<file path="config.mk">
export PLATFORM = sky130hd
export DESIGN_NAME = lfsr_burst_ctrl
export DESIGN_NICKNAME = d
export VERILOG_FILES = /design/src/rtl/lfsr_burst_ctrl_pkg.sv /design/src/rtl/lfsr_burst_ctrl_lfsr8_load.sv /design/src/rtl/lfsr_burst_ctrl.sv
export SDC_FILE = /design/constraint.sdc
export NUM_CORES = 1
export LEC_CHECK = 0
export ABC_AREA = 1
export BUFFER_PORTS_ARGS = -buffer_cell sky130_fd_sc_hd__buf_4
export CORE_AREA = 2 2 51 53
export DETAILED_ROUTE_END_ITERATION = 7
export DIE_AREA = 0 0 53 55
export GPL_ROUTABILITY_DRIVEN = 0
export PLACE_DENSITY_LB_ADDON = 0.3
export REMOVE_ABC_BUFFERS = 1
export SYNTH_ARGS = -nofsm -noshare
export SYNTH_HDL_FRONTEND = slang
export SYNTH_SLANG_ARGS = --single-unit
</file>
<file path="constraint.sdc">
create_clock -name clk -period 2 [get_ports clk]
set_input_delay 0.2 -clock clk [delete_from_list [all_inputs] [get_ports clk]]
set_output_delay 0.2 -clock clk [all_outputs]
set_load 0.05 [all_outputs]
</file>
<file path="src/rtl/lfsr_burst_ctrl_pkg.sv">
// Shared definitions for the LFSR burst controller: state encoding, LFSR geometry and step.
package lfsr_burst_ctrl_pkg;

    localparam int unsigned LFSR_W = 8;
    localparam int unsigned TAP_HI = 7;
    localparam int unsigned TAP_LO = 3;
    localparam logic [LFSR_W-1:0] LOCKUP_VAL = 8'hFF;

    typedef enum logic [1:0] {
        StIdle,
        StRun,
        StDone
    } state_e;

    // XNOR feedback: all-ones is the single lock-up state.
    function automatic logic [LFSR_W-1:0] lfsr_next(input logic [LFSR_W-1:0] q);
        return {q[LFSR_W-2:0], ~(q[TAP_HI] ^ q[TAP_LO])};
    endfunction

endpackage

</file>
<file path="src/rtl/lfsr_burst_ctrl_lfsr8_load.sv">
// 8-bit XNOR LFSR with synchronous load and step enable; load beats enable.
module lfsr8_load
    import lfsr_burst_ctrl_pkg::*;
(
    input  logic              clk,
    input  logic              reset,
    input  logic              load,
    input  logic [LFSR_W-1:0] load_val,
    input  logic              enable,
    output logic [LFSR_W-1:0] q
);

    logic [LFSR_W-1:0] q_q;
    logic [LFSR_W-1:0] q_d;

    always_comb begin
        q_d = q_q;
        if (load) begin
            q_d = load_val;
        end else if (enable) begin
            q_d = lfsr_next(q_q);
        end
    end

    always_ff @(posedge clk or posedge reset) begin
        if (reset) begin
            q_q <= '0;
        end else begin
            q_q <= q_d;
        end
    end

    assign q = q_q;

endmodule

</file>
<file path="src/rtl/lfsr_burst_ctrl.sv">
// Burst controller: streams LFSR bytes into a FIFO write port with back-pressure and abort.
module lfsr_burst_ctrl
    import lfsr_burst_ctrl_pkg::*;
#(
    parameter int unsigned       LEN_W      = 8,
    parameter logic [LFSR_W-1:0] LOCKUP_SUB = 8'h00
) (
    input  logic              clk,
    input  logic              reset,
    input  logic              start,
    input  logic [LFSR_W-1:0] seed,
    input  logic [LEN_W-1:0]  length,
    input  logic              abort,
    input  logic              fifo_full,
    output logic              wr_en,
    output logic [LFSR_W-1:0] wr_data,
    output logic              busy,
    output logic              done
);

    state_e             state_q;
    logic [LEN_W-1:0]   count_q;
    logic               busy_q;
    logic               done_q;
    logic               lfsr_load;
    logic [LFSR_W-1:0]  lfsr_seed;
    logic [LFSR_W-1:0]  lfsr_q;

    // Abort and back-pressure both suppress the strobe in the same cycle.
    assign wr_en     = (state_q == StRun) && !fifo_full && !abort;
    assign lfsr_load = (state_q == StIdle) && start && (length != '0);
    assign lfsr_seed = (seed == LOCKUP_VAL) ? LOCKUP_SUB : seed;

    lfsr8_load u_lfsr (
        .clk      (clk),
        .reset    (reset),
        .load     (lfsr_load),
        .load_val (lfsr_seed),
        .enable   (wr_en),
        .q        (lfsr_q)
    );

    always_ff @(posedge clk or posedge reset) begin
        if (reset) begin
            state_q <= StIdle;
            count_q <= '0;
            busy_q  <= 1'b0;
            done_q  <= 1'b0;
        end else begin
            unique case (state_q)
                StIdle: begin
                    done_q <= 1'b0;
                    if (start) begin
                        busy_q <= 1'b1;
                        if (length != '0) begin
                            state_q <= StRun;
                            count_q <= length;
                        end else begin
                            state_q <= StDone;
                            done_q  <= 1'b1;
                        end
                    end
                end
                StRun: begin
                    if (abort) begin
                        state_q <= StIdle;
                        busy_q  <= 1'b0;
                    end else if (wr_en) begin
                        count_q <= count_q - LEN_W'(1);
                        if (count_q == LEN_W'(1)) begin
                            state_q <= StDone;
                            done_q  <= 1'b1;
                        end
                    end
                end
                StDone: begin
                    state_q <= StIdle;
                    busy_q  <= 1'b0;
                    done_q  <= 1'b0;
                end
                default: begin
                    state_q <= StIdle;
                    busy_q  <= 1'b0;
                    done_q  <= 1'b0;
                end
            endcase
        end
    end

    assign wr_data = lfsr_q;
    assign busy    = busy_q;
    assign done    = done_q;

endmodule
</file>
==> results of run 1 <==
cell usage after synthesis:
cell	count	area, um2
a21oi_1	1	5.00
buf_2	1	5.00
buf_6	1	11.3
buf_8	1	15.0
dfrtp_1	20	500
ha_1	2	25.0
inv_1	18	67.6
nand2_1	73	274
nand2_2	3	18.8
nand2_4	1	11.3
nand3_1	26	130
nand3b_1	1	7.51
nand4_1	1	6.26
nor2_1	15	56.3
nor2_2	3	18.8
nor2_4	1	11.3
nor3_1	1	5.00
o21ai_0	9	45.0
o21ai_1	1	5.00
o21ai_2	2	17.5
o21bai_4	1	18.8
or2_2	1	6.26
xor2_1	1	8.76
flip-flops by register name (all words and copies together), names as in the netlist:
signal / flops
busy: 1
count_q: 8
done: 1
state_q: 2
u_lfsr.q: 8
power groups by stage:
stage | Sequential (uW) | Combinational, uW | Clock [uW]
6_report | 759 | 1430 | 247
5_1_grt | 783 | 1590 | 265
4_1_cts | 755 | 1420 | 253
3_5_place_dp | 762 | 1420 | 0
3_3_place_gp | 755 | 1380 | 0
2_1_floorplan | 1030 | 730 | 0
metal layers:
metal / global-route usage / wire [um] / vias up
li1: - / - / 648
met1: 0.296 / 1340 / 608
met2: 0.388 / 1490 / 29
met3: 0.0269 / 98 / 6
met4: 0.103 / 61 / 0
met5: 0 / 0 / -
critical path, stage by stage, from the launching register on:
cell and delay (ns):
dfrtp_1 0.43, inv_1 0.07, nor2_1 0.15, nand2_1 0.15, nor2_4 0.23, buf_4 0.24
through the flow:
step           area, um2  hold WS (ns)  cells
6_report            1550       0.00895    247
5_1_grt             1550        0.0732    247
4_1_cts             1550        0.0276    247
3_5_place_dp        1520         0.387    243
3_3_place_gp        1520         0.373    243
2_1_floorplan       1240         0.164    181
final cells by class:
class                   instances  share of cell area
clock buffers                   4              0.0234
inverters                      18              0.0435
multi-input cells             143               0.432
flip-flops and latches         20               0.322
well taps                      30              0.0242
repair buffers                 32               0.155
path summary, 6_finish.rpt:
path,slack (ns),depth (start not counted),to
worst max-delay path,0.21,5,wr_en
worst min-delay path,0.009,2,u_lfsr.q[7]
worst max register to register,0.60,9,count_q[7]
worst min register to register,0.50,2,count_q[6]
max in group asynchronous,1.51,2,busy
min in group clk,0.13,3,u_lfsr.q[6]
kinds of logic after synthesis:
kind of cell | count (synthesis)
flops | 20
xor+xnor | 1
compound gates | 14
buf+inv | 21
simple gates | 126
fa+ha+maj | 2
layout by cell type (no fill, tap or decap):
| cell type | n |
|---|---|
| nor2_2 | 3 |
| buf_4 | 32 |
| a21oi_1 | 1 |
| o21bai_4 | 1 |
| clkbuf_8 | 1 |
| ha_1 | 2 |
| nor3_1 | 1 |
| xor2_1 | 1 |
| dfrtp_1 | 20 |
| nand2_2 | 3 |
| or2_2 | 1 |
| nand3_1 | 26 |
| o21ai_2 | 2 |
| nand4_1 | 1 |
| nand2_1 | 73 |
| nor2_1 | 15 |
| nand3b_1 | 1 |
| nand2_4 | 1 |
| o21ai_1 | 1 |
| o21ai_0 | 9 |
| clkbuf_4 | 3 |
| inv_1 | 18 |
| nor2_4 | 1 |
==> metrics.yaml, run 1 <==
antenna_left: 0
ys_warn_count: 0
grt_pass1_wl_mm: 4.91
die_area_mm2: 0.00292
post_cts_resized: 0
status: "completed"
worstSetupEndpointType: "output port"
grt_usage: 0.229
cp-start-kind: "flop"
power_density_mw_per_mm2: 1570
cts_buffers: 3
fp-row-count: 18
drc: 0
dp_worst_setup_slack_ns: 0.586
tightest_slew_ns: 0.768
numClockSinks: 20
ios: 32
synth-xor-area-share: 0.00690
cts_tree: "yes"
grt_max_degree: 21
synth-simple-area-share: 0.430
globalRouteOverflowTotal: 0
cts-root-buf: "clkbuf_4"
synth_compound_area_frac: 0.0719
min_period_ns: 1.79
netlist_area_mm2: 0.00127
ctsHoldBuffers: 0
power.switching_uw: 1270
maxSlewViolCount: 0
num_antenna_cells: 0
p_total_uw: 2430
slew_headroom: 0.488
post_cts.repair.setup_buffers: 0
power_frac_clock: 0.101
required_ns: 1.80
max_freq_ghz: 0.558
firstDrtPassIters: 4
final_nets: 241
dpl.hpwl_mm: 2.31
ys_types: 23
syn2layout_area_growth_pct: 22.3
multi_input_area_um2: 671
synth_fa_ha_area_frac: 0.0197
power.internal_uw: 1160
route.vias.total: 1291
grt_pass1_vias: 1170
path_clk_slew_ns: 0.12
wl_per_cell_um: 12.1
fin_skew_ns: 0.00594
start_util: 0.537
portBuffers: 31
fin_crit_sh: 0.896
initialDrtViolationCount: 29
rsz0062_at_grt: "no"
drive_gt1_frac: 0.221
antenna_found_initial: 0
die_y_um: 55
clkLatencyLatePin_ns: 0.32
combinationalPowerShare: 0.587
p_leak_uw: 0.000844
postSynthCellCount: 184
p_sw_frac: 0.523
nFillCells: 210
crit_start: "state_q[0]"
synth_top_family_by_area: "simple AND/OR/NAND/NOR gates"
core-area_mm2: 0.00236
max_cap_violations: 0
vias_per_cell: 5.23
tns_ns: 0
hold_viol: 0
r2r_start: "state_q[1]"
syn_avg_cell_area_um2: 6.90
synth_seq_cells: 20
setup_slack_ns: 0.208
synthMuxAreaShare: 0
fin_util: 0.657
cts.path.max_buffers: 2
wl_mm: 2.99
cts_max_level: 1
ys_seq_area_frac: 0.394
p_seq_frac: 0.312
worstHoldPathType: "in2async"
dieWidth_um: 53
seqCellArea_um2: 500
critPathMaxFanout: 9
vdd_drop_max_mv: 1.07
path_class: "reg2out"
arrival_ns: 1.59
setup_viol: 0
Power figures use the tool's default switching activity.
==> inputs of run 2 (changes only) <==
--- a/config.mk
+++ b/config.mk
@@ -7,11 +7,12 @@
 export LEC_CHECK = 0
 export ABC_AREA = 1
 export BUFFER_PORTS_ARGS = -buffer_cell sky130_fd_sc_hd__buf_4
-export CORE_AREA = 2 2 51 53
+export CORE_AREA = 2 2 53 55
 export DETAILED_ROUTE_END_ITERATION = 7
-export DIE_AREA = 0 0 53 55
+export DIE_AREA = 0 0 55 57
 export GPL_ROUTABILITY_DRIVEN = 0
 export PLACE_DENSITY_LB_ADDON = 0.3
+export RECOVER_POWER = 50
 export REMOVE_ABC_BUFFERS = 1
 export SYNTH_ARGS = -nofsm -noshare
 export SYNTH_HDL_FRONTEND = slang
==> constraint.sdc (replaced) <==
create_clock -name clk -period 1.8 [get_ports clk]
set_input_delay 0.18 -clock clk [delete_from_list [all_inputs] [get_ports clk]]
set_output_delay 0.18 -clock clk [all_outputs]
set_load 0.05 [all_outputs]
==> run 2 against run 1 <==
  * Power up 13%
  * Critical path type unchanged
  * Cell area up 2.7%
  * Global-route usage down 1.9 points
  * Clock skew up 0.014 ns
  * Sequential cell count unchanged
  * Critical path depth unchanged
  * Highest routed layer unchanged
==> metrics.yaml, run 2 (synthesized netlist as in run 1, its figures left out) <==
fin_skew_ns: 0.0198  # +0.0139 ns
arrival_ns: 1.53  # -0.06 ns
fin_crit_sh: 0.951
final_common_cell: "nand2_1"
die_area_mm2: 0.00314  # +7.5%
grt_pass1_wl_mm: 5.02  # +2.3%
antenna_found_initial: 0  # unchanged
ios: 32  # unchanged
status: "completed"
grt_usage: 0.210  # -0.0189
stdcell_count: 254  # +2.8%
die_y_um: 57  # +3.6%
power_density_mw_per_mm2: 1720  # +10%
rsz0062_at_grt: "no"
tightest_slew_ns: 1.08  # +0.312 ns
p_leak_uw: 0.000858  # +1.6%
firstDrtPassIters: 6  # +2
seqCellArea_um2: 500  # unchanged
cp-start-kind: "flop"
fp-row-count: 19  # +1
cts_max_level: 1  # unchanged
cts.path.max_buffers: 2  # unchanged
core-area_mm2: 0.00262  # +11%
wl_per_cell_um: 11.4  # -5.3%
dp.cells: 245  # +0.82%
multi_input_area_um2: 671  # unchanged
required_ns: 1.62  # -0.18 ns
critPathMaxFanout: 7  # -2
drive_gt1_frac: 0.211  # -0.0104
maxSlewViolCount: 0  # unchanged
cts-root-buf: "clkbuf_4"
max_cap_violations: 0  # unchanged
clkLatencyLatePin_ns: 0.32  # about the same
vias_per_cell: 5.01  # -4.2%
antenna_left: 0  # unchanged
worstSetupEndpointType: "output port"
initialDrtViolationCount: 37  # +28%
tns_ns: 0  # unchanged
worstHoldPathType: "in2reg"
path_clk_slew_ns: 0.14  # +0.02 ns
syn2layout_area_growth_pct: 25.6
globalRouteOverflowTotal: 0  # unchanged
cts_buffers: 3  # unchanged
numClockSinks: 20  # unchanged
slew_headroom: 0.280  # -0.207
grt_pass1_vias: 1209  # +3.3%
route.vias.total: 1272  # -1.5%
portBuffers: 31  # unchanged
num_antenna_cells: 0  # unchanged
min_period_ns: 1.71
start_util: 0.486  # -0.0514
dpl.hpwl_mm: 2.23  # -3.5%
dieWidth_um: 55  # +3.8%
wl_mm: 2.91  # -2.6%
nFillCells: 254  # +21%
setup_viol: 0  # unchanged
cts_tree: "yes"
vdd_drop_max_mv: 1.04  # -2.9%
final_nets: 247  # +2.5%
final_cell_mix: "73 x nand2_1, 30 x buf_4, 26 x nand3_1"
drc: 0  # unchanged
max_freq_ghz: 0.584
path_class: "reg2out"
hold_viol: 0  # unchanged
post_cts_resized: 0  # unchanged
grt_max_degree: 21  # unchanged
==> run 2: stage by stage <==
stage | power [uW] | cell area, um2 | utilization | setup WS (ns) | hold slack (ns)
floorplan | 1960 | 1240 | - | 0.145 | 0.144
global placement | 2380 | 1530 | 0.583 | 0.409 | 0.235
detailed placement | 2400 | 1530 | 0.583 | 0.406 | 0.232
CTS | 2780 | 1590 | 0.607 | 0.0583 | 0.102
global route | 3000 | 1600 | 0.610 | 0.0155 | 0.115
finish | 2750 | 1600 | 0.610 | 0.0889 | 0.101
==> run 2: final timing paths <==
| path | start | end | slack [ns] | cells after the start |
|---|---|---|---|---|
| min in group asynchronous | reset | count_q[5] | 0.73 | 4 |
| max reg2reg | state_q[0] | done | 0.40 | 7 |
| min | seed[1] | u_lfsr.q[1] | 0.10 | 3 |
| max | state_q[0] | wr_en | 0.09 | 5 |
| min reg2reg | busy | busy | 0.50 | 2 |
| max in group asynchronous | reset | done | 0.41 | 4 |
==> run 2: repair_timing <==
action	4_1_cts	5_1_grt
endpoints found under the setup margin	0	1
setup buffers	0	4
hold buffers	1	0
endpoints found under the hold margin	20	0
==> run 2: final cells by class <==
| type | count | share of cell area |
|---|---|---|
| well taps | 31 | 0.0243 |
| clock inverters | 1 | 0.0188 |
| flip-flops and latches | 20 | 0.314 |
| repair buffers | 38 | 0.166 |
| clock buffers | 3 | 0.0141 |
| multi-input cells | 143 | 0.420 |
| inverters | 18 | 0.0424 |
==> run 2: critical path: stages (launching register included) <==
cell     delay (ns)
dfrtp_1        0.44
inv_1          0.05
nor2_1         0.15
nand2_1        0.14
nor2_4         0.21
buf_4          0.23
==> run 2: where the power goes <==
group          internal [uW]  leakage [uW]  total, uW  switching (uW)
clock network            225     0.0000279        382             157
logic                    488      0.000581       1540            1050
registers                653      0.000249        832             179
total                   1370      0.000858       2750            1380
==> run 2: metal layers <==
metal | vias to the layer above | share of wire | global-route usage
met5 | - | 0 | 0
met4 | 0 | 0.022 | 0.0767
met3 | 7 | 0.034 | 0.0262
met2 | 28 | 0.50 | 0.352
met1 | 578 | 0.44 | 0.272
li1 | 659 | - | -
